===== src/rtl/instr_fetch_pkg.sv =====
// Shared types and constants for the instruction fetch stage.
// Imported by the fetch FSM and its instruction queue.
package instr_fetch_pkg;

    localparam int ADDR_WIDTH      = 32;
    localparam int INSTR_WIDTH     = 32;
    localparam int DEF_QUEUE_DEPTH = 4;

    typedef enum logic [1:0] {
        IF_IDLE    = 2'd0,
        IF_BUSY    = 2'd1,
        IF_DISCARD = 2'd2
    } if_state_e;

    typedef struct packed {
        logic [ADDR_WIDTH-1:0]  pc;
        logic [INSTR_WIDTH-1:0] instr;
    } fetch_entry_t;

    function automatic logic [ADDR_WIDTH-1:0] word_align(
        input logic [ADDR_WIDTH-1:0] addr
    );
        return {addr[ADDR_WIDTH-1:2], 2'b00};
    endfunction

endpackage


===== src/rtl/instr_fetch_queue.sv =====
// Circular FIFO of {pc, instr} entries between fetch and decode.
// Head entry is read straight from registered storage.
module instr_queue
    import instr_fetch_pkg::*;
#(
    parameter int DEPTH = DEF_QUEUE_DEPTH,
    parameter int CW    = $clog2(DEPTH) + 1
) (
    input  logic         clk_in,
    input  logic         rst_n_in,
    input  logic         push,
    input  fetch_entry_t push_entry,
    input  logic         pop,
    input  logic         flush,
    output fetch_entry_t head_entry,
    output logic [CW-1:0] count
);

    localparam int PW = $clog2(DEPTH);

    fetch_entry_t    mem [DEPTH];
    logic [PW-1:0]   head;
    logic [PW-1:0]   tail;
    logic            do_push;
    logic            do_pop;

    assign do_pop     = pop && (count != '0);
    assign do_push    = push && ((count != CW'(DEPTH)) || do_pop);
    assign head_entry = mem[head];

    always_ff @(posedge clk_in or negedge rst_n_in) begin
        if (!rst_n_in) begin
            head  <= '0;
            tail  <= '0;
            count <= '0;
            for (int i = 0; i < DEPTH; i++) begin
                mem[i] <= '0;
            end
        end else if (flush) begin
            head  <= '0;
            tail  <= '0;
            count <= '0;
        end else begin
            if (do_push) begin
                mem[tail] <= push_entry;
                tail      <= tail + PW'(1);
            end
            if (do_pop) begin
                head <= head + PW'(1);
            end
            unique case ({do_push, do_pop})
                2'b10:   count <= count + CW'(1);
                2'b01:   count <= count - CW'(1);
                default: count <= count;
            endcase
        end
    end

endmodule


===== src/rtl/instr_fetch.sv =====
// Fetch stage: one outstanding I-cache request, queued results to decode.
// Redirects flush the queue and drop any response still in flight.
module instr_fetch
    import instr_fetch_pkg::*;
#(
    parameter logic [ADDR_WIDTH-1:0] RESET_PC    = 32'h0000_0000,
    parameter int                    QUEUE_DEPTH = DEF_QUEUE_DEPTH
) (
    input  logic                   clk_in,
    input  logic                   rst_n_in,
    output logic                   ic_req_valid,
    output logic [ADDR_WIDTH-1:0]  ic_req_addr,
    input  logic                   ic_resp_valid,
    input  logic [INSTR_WIDTH-1:0] ic_resp_instr,
    output logic                   instr_valid,
    output logic [INSTR_WIDTH-1:0] instr_out,
    output logic [ADDR_WIDTH-1:0]  pc_out,
    input  logic                   instr_ready,
    input  logic                   redirect_valid,
    input  logic [ADDR_WIDTH-1:0]  redirect_pc
);

    localparam int CW = $clog2(QUEUE_DEPTH) + 1;

    if_state_e              state;
    logic [ADDR_WIDTH-1:0]  fetch_pc;
    logic [CW-1:0]          q_count;
    fetch_entry_t           q_head;
    fetch_entry_t           q_push_entry;
    logic                   q_push;
    logic                   q_pop;
    logic                   not_full;

    assign not_full     = q_count < CW'(QUEUE_DEPTH);
    assign q_push       = (state == IF_BUSY) && ic_resp_valid && !redirect_valid;
    assign q_pop        = instr_valid && instr_ready;
    assign q_push_entry = '{pc: fetch_pc, instr: ic_resp_instr};

    assign instr_valid  = (q_count != '0);
    assign instr_out    = q_head.instr;
    assign pc_out       = q_head.pc;

    instr_queue #(
        .DEPTH (QUEUE_DEPTH),
        .CW    (CW)
    ) u_queue (
        .clk_in     (clk_in),
        .rst_n_in   (rst_n_in),
        .push       (q_push),
        .push_entry (q_push_entry),
        .pop        (q_pop),
        .flush      (redirect_valid),
        .head_entry (q_head),
        .count      (q_count)
    );

    always_ff @(posedge clk_in or negedge rst_n_in) begin
        if (!rst_n_in) begin
            state        <= IF_IDLE;
            fetch_pc     <= RESET_PC;
            ic_req_valid <= 1'b0;
            ic_req_addr  <= RESET_PC;
        end else begin
            unique case (state)
                IF_IDLE: begin
                    if (redirect_valid) begin
                        fetch_pc <= word_align(redirect_pc);
                    end else if (not_full) begin
                        state        <= IF_BUSY;
                        ic_req_valid <= 1'b1;
                        ic_req_addr  <= fetch_pc;
                    end
                end
                IF_BUSY: begin
                    if (redirect_valid) begin
                        fetch_pc <= word_align(redirect_pc);
                        if (ic_resp_valid) begin
                            state        <= IF_IDLE;
                            ic_req_valid <= 1'b0;
                        end else begin
                            state <= IF_DISCARD;
                        end
                    end else if (ic_resp_valid) begin
                        fetch_pc     <= fetch_pc + 32'd4;
                        state        <= IF_IDLE;
                        ic_req_valid <= 1'b0;
                    end
                end
                IF_DISCARD: begin
                    if (redirect_valid) begin
                        fetch_pc <= word_align(redirect_pc);
                    end
                    // The stale response only releases the port; it is never queued.
                    if (ic_resp_valid) begin
                        state        <= IF_IDLE;
                        ic_req_valid <= 1'b0;
                    end
                end
                default: begin
                    state        <= IF_IDLE;
                    ic_req_valid <= 1'b0;
                end
            endcase
        end
    end

endmodule


===== config.mk =====
export PLATFORM = sky130hd
export DESIGN_NAME = instr_fetch
export DESIGN_NICKNAME = d
export VERILOG_FILES = /design/src/rtl/instr_fetch_pkg.sv /design/src/rtl/instr_fetch_queue.sv /design/src/rtl/instr_fetch.sv
export SDC_FILE = /design/constraint.sdc
export NUM_CORES = 1
export LEC_CHECK = 0
export ABC_AREA = 1
export BUFFER_PORTS_ARGS = -buffer_cell sky130_fd_sc_hd__buf_2
export CAP_MARGIN = 20
export CORE_UTILIZATION = 25
export DETAILED_ROUTE_END_ITERATION = 8
export PLACE_DENSITY = 0.45
export REMOVE_ABC_BUFFERS = 1
export SLEW_MARGIN = 20
export SYNTH_ARGS = -nofsm -noshare
export SYNTH_HDL_FRONTEND = slang
export SYNTH_SLANG_ARGS = --single-unit

===== constraint.sdc =====
create_clock -name clk_in -period 1.8 [get_ports clk_in]
set_input_delay 0.36 -clock clk_in [delete_from_list [all_inputs] [get_ports clk_in]]
set_output_delay 0.36 -clock clk_in [all_outputs]
set_load 0.03 [all_outputs]

Word level (Yosys, flattened, before mapping)
Index checks and enable logic that the tools add are counted.

word-level totals
  register bits = 330
  input bits = 69
  output and inout bits = 98
  word-level logic and storage cells = 84

operators by class
  add/sub/neg operators = 5
  order comparisons = 4
  equal/unequal tests = 10
  mux-type cells = 26
  bitwise logic cells = 3
  reduce and logical (&&, ||, !) cells = 21

operators by type and width
  operator                 count
  $bwmux W256              1
  $mux W64                 3
  $bmux W64 S2             1
  $demux W64 S2            1
  $mux W32                 3
  $pmux W32 S2             1
  $add A32 B3 Y32 const B  1
  $mux W2                  9
  $reduce_and A3 Y1        3
  $ge A3 B3 Y1 const B     2
  $logic_and A1 B1 Y1      6
  $ne A3 B3 Y1 const B     2
  $not A2 Y3               2
  $pmux W2 S3              1
  $pmux W3 S2              1
  $reduce_bool A2 Y1       3
  $reduce_bool A3 Y1       2
  $add A2 B1 Y2 const B    2
  $eq A2 B1 Y1 const B     2
  $eq A2 B2 Y1 const B     2
  $ne A2 B1 Y1 const B     2
  $ne A2 B2 Y1 const B     2
  $reduce_and A2 Y1        2
  $reduce_or A2 Y1         2
  11 further kinds         13

Longest topological paths before layout
  depth in word-level cells = 8
  gate-level depth with buffers = 11
  gate-level depth less buffers = 11

By module
From an unflattened synthesis, not the netlist that was laid out.

second synthesis, totals
  cell total of the unflattened synthesis = 1,838
  area, all modules = 15,386.0 µm²

by module, submodules not included
  module       instances  cells an instance  area an instance (µm²)  seq. area each (µm²)
  instr_queue  1          1,310              11,607.4                6,581.3
  instr_fetch  1          528                3,778.6                 1,576.5

Least setup slack after synthesis
OpenSTA, ideal clock, no wires.

  path type = reg-to-output
  start point = reg u_queue.head[0]
  end point = out instr_out[12]
  arrival = 1,620 ps
  required time = 1,440 ps
  slack = -180 ps
  cell stages (with the launch flop) = 7
  buffers on the path = 3
  cells stage by stage = dfrtp_1 > buf_2 > clkinv_1 > buf_2 > clkbuf_1 > nor2_1 > o22ai_1

between the ends
  cells in the longest elaborated chain, start to end = 4

ends and longest elaborated chain
  item                                          RTL line                 RTL
  start: declaration                            instr_fetch_queue.sv:22  logic [PW-1:0] head;
  start signal: assignment                      instr_fetch_queue.sv:49  head <= head + PW'(1);
  $not A2 Y3 (not written as such)              instr_fetch_queue.sv:29  assign head_entry = mem[head];
  $bmux W64 S2                                  instr_fetch_queue.sv:29
  $mux W64 (not written as such) (2 in series)  instr_fetch_queue.sv:29
  end: declaration                              instr_fetch.sv:16        output logic [INSTR_WIDTH-1:0] instr_out,

No other way between the ends. The select of a mux whose other input is x is not followed.

Worst setup path in the final report
  start point = reg u_queue.head[0]
  end point = out pc_out[26]

between the ends
  cells in the longest elaborated chain, start to end = 4

ends and longest elaborated chain
  item                                          RTL line                 RTL
  $not A2 Y3 (not written as such)              instr_fetch_queue.sv:29
  $bmux W64 S2                                  instr_fetch_queue.sv:29
  $mux W64 (not written as such) (2 in series)  instr_fetch_queue.sv:29
  end: declaration                              instr_fetch.sv:17        output logic [ADDR_WIDTH-1:0] pc_out,

No other way between the ends. The select of a mux whose other input is x is not followed.

==> impl_metrics.yaml <==
run_status:
  status: "complete, but fails checks"
  violations: "setup timing"
timing:
  slew_viol_final: 0
  finClkSkew_ns: 0.00875
  setup_viol: 311
  whs_ns: 0.0896
  fin_crit_sh: 1.32
  fin_ws_ns: -0.571
  hold_violations: 0
  rsz0062_at_grt: "true"
  fmax_mhz: 422
  fin_crit_ns: 2.37
clock_tree:
  cts_sinks: 318
  cts_tree: "yes"
  h-tree-depth: 2
  clockBufferDepth: 3
  clk_pin_slew_ns: 0.06
  cts-buffers-inserted: 41
  clock_latency_ns: 0.55
  root_buffer: "clkbuf_16"
synth:
  synth_area_leaders: "dfrtp_1 53%, mux2_2 7.7%, nand2_1 7.3%"
  syn_area_mm2: 0.0151
  synth_seq_cells: 318
  synth.most_common_cell: "dfrtp_1"
  avgSynthCellArea_um2: 9.60
  synth_commonest_cells: "318 x dfrtp_1, 293 x nand2_1, 219 x nor2_1"
  yosysTopAreaCellShare: 0.525
  synth.yosys.seq_area_share: 0.525
  synth_edf_count: 0
  yosysUniqueCellTypes: 36
  ys.warnings.count: 0
  yosys.area.top_type: "dfrtp_1"
  async_reset_ff_frac: 1.00
  synth_cells: 1578
  synth_ff_type: "dfrtp_1"
die:
  io_pins: 167
  dieArea_mm2: 0.0616
  core_mm2: 0.0595
  row_count: 89
  initial_core_util: 0.255
  fp.dieW_um: 248
  die_height_um: 248
setup_path:
  worstSetupPathType: "register to output port"
  cp_common_cell: "buf_6"
  reg2reg_to: "u_queue.mem[21]"
  critPathRequiredTime_ns: 1.44
  setup.worst_path.start_class: "register"
  rr_worst_depth: 11
  slowest_delay_ns: 0.50
  r2r_slack_ns: -0.32
  crit_arrival_ns: 2.01
  reg2reg_from: "state[1]"
  path_cells: "buf_6 -> buf_12 -> buf_8 -> o21ai_2 -> o22ai_2 -> buf_6"
  crit_fanout: 6
  crit_slowest_cell: "dfrtp_4"
  endpoint_kind: "output port"
cells_and_area:
  layout.area.seq_mm2: 0.00796
  multi_input_area_mm2: 0.00777
  final_cells: 2719
  fillCellCount: 5901
  fin_nets: 1998
  areaGrowthSynthToFinish_pct: 50.6
  final_core_util: 0.384
  drive_above_1_share: 0.434
grt:
  grt_pass1_vias: 12471
  antenna_found_initial: 7
  track_usage: 0.164
  grt_pass1_wl_mm: 76.1
  overflow: 0
  grt_start_max_net_pins: 60
min_path:
  hold_class: "input pin to register"
  worstHoldEndpoint: "u_queue.mem[149]"
  holdPathStages: 2
  hold_start: "ic_resp_instr[21]"
drt:
  first_pass_iters: 7
  vias: 12822
  post_drt_wl_per_cell_um: 20.0
  route.detailed.drc: 0
  finalWirelength_mm: 54.4
  post_drt_via_cell_ratio: 4.72
  drtIter0Drc: 777
  ant_nets: 0
pwr:
  p_total_uw: 38400
  peakVddDrop_v: 0.000494
  p_leak_uw: 0.0104
  p_per_area_mw_per_mm2: 1680
placed_design:
  dp_hpwl_mm: 31.9
  routabilityCongestion: 0.858
  port_buffers: 160
  dp.cells: 2546
run:
  max_cap_violations: 0
-- timing repair --
item,in CTS,in global routing
endpoints found under the hold margin,28,0
resized for setup,234,489
setup buffers,32,54
endpoints found under the setup margin,295,347
hold buffers,1,0
pin swaps,16,69
gates cloned,19,18
-- power by group --
group	switching, µW	leakage, µW	total, µW	internal, µW
combinational	10200	0.00567	18400	8230
clock	3210	0.000659	8390	5180
sequential	1850	0.00407	11600	9790
total	15200	0.0104	38400	23200
-- routing by layer --
metal  GRT usage  up-vias  routed length [µm]  share of wire
li1            -     6013                   -              -
met1       0.219     6457               24600           0.45
met2       0.267      266               25800           0.48
met3      0.0346       76                2720          0.050
met4      0.0459       10                1190          0.022
met5           0        -                  52        0.00096
-- placed cells by master, fill, tap and decap left out, types with 32 or more instances in the layout --
cell type,n
nor2_2,32
buf_6,74
nand3_1,37
nand2_1,193
dfrtp_1,316
nand2_2,93
o21a_1,108
o21ai_1,38
buf_2,96
inv_1,51
nor2_1,176
buf_12,61
clkbuf_16,58
o21ai_2,45
mux2_4,125
o21ai_0,86
o22ai_1,38
buf_4,105
-- state kept, by name (all words and copies together), names as in the netlist --
name,flops
fetch_pc,30
u_queue.mem,248
u_queue.tail,2
u_queue.head,2
u_queue.count,3
ic_req_valid,1
state,2
ic_req_addr,30
-- kinds of logic after synthesis --
family | after synthesis | share of synthesized area
xor+xnor | 6 | 0.00347
fa+ha+maj | 10 | 0.00876
compound gates | 374 | 0.149
simple gates | 566 | 0.151
flops | 318 | 0.525
other cells | 1 | 0.000248
buf+inv | 160 | 0.0528
mux | 143 | 0.110
-- cell type report --
class / count / share of cell area
multi-input cells: 1103 / 0.341
well taps: 773 / 0.0424
clock buffers: 58 / 0.0509
diodes: 2 / 0.000219
flip-flops and latches: 318 / 0.349
clock inverters: 10 / 0.00817
inverters: 60 / 0.0106
repair buffers: 395 / 0.198
-- through the flow --
| stage | instance area [µm²] | setup WS, ns | setup TNS (ns) |
|---|---|---|---|
| 2_1_floorplan | 14600 | -3.69 | -399.26 |
| 3_3_place_gp | 17800 | -0.199 | -13.19 |
| 3_5_place_dp | 17800 | -0.161 | -11.75 |
| 4_1_cts | 20700 | -0.619 | -90.08 |
| 5_1_grt | 22800 | -0.606 | -106.09 |
| 6_report | 22800 | -0.571 | -81.17 |
-- worst max path at each step --
stage	startpoint	endpoint	slack, ns	cells after the start
after detailed placement	state[1]	u_queue.count[2]	-0.16	10
after floorplan	u_queue.head[0]	instr_out[0]	-3.69	3
after global placement	state[1]	u_queue.count[2]	-0.20	10
final	u_queue.head[0]	pc_out[26]	-0.57	6
after CTS	u_queue.head[0]	instr_out[29]	-0.62	6
after global routing	u_queue.head[0]	instr_out[4]	-0.61	7
-- critical path: cells and delay by family, from the launching register on --
kind	cells	cell delay [ns]
AO/OA/AOI/OAI	2	0.32
buffers and inverters	4	0.62
flip-flops	1	0.50
Power figures use the tool's default switching activity.
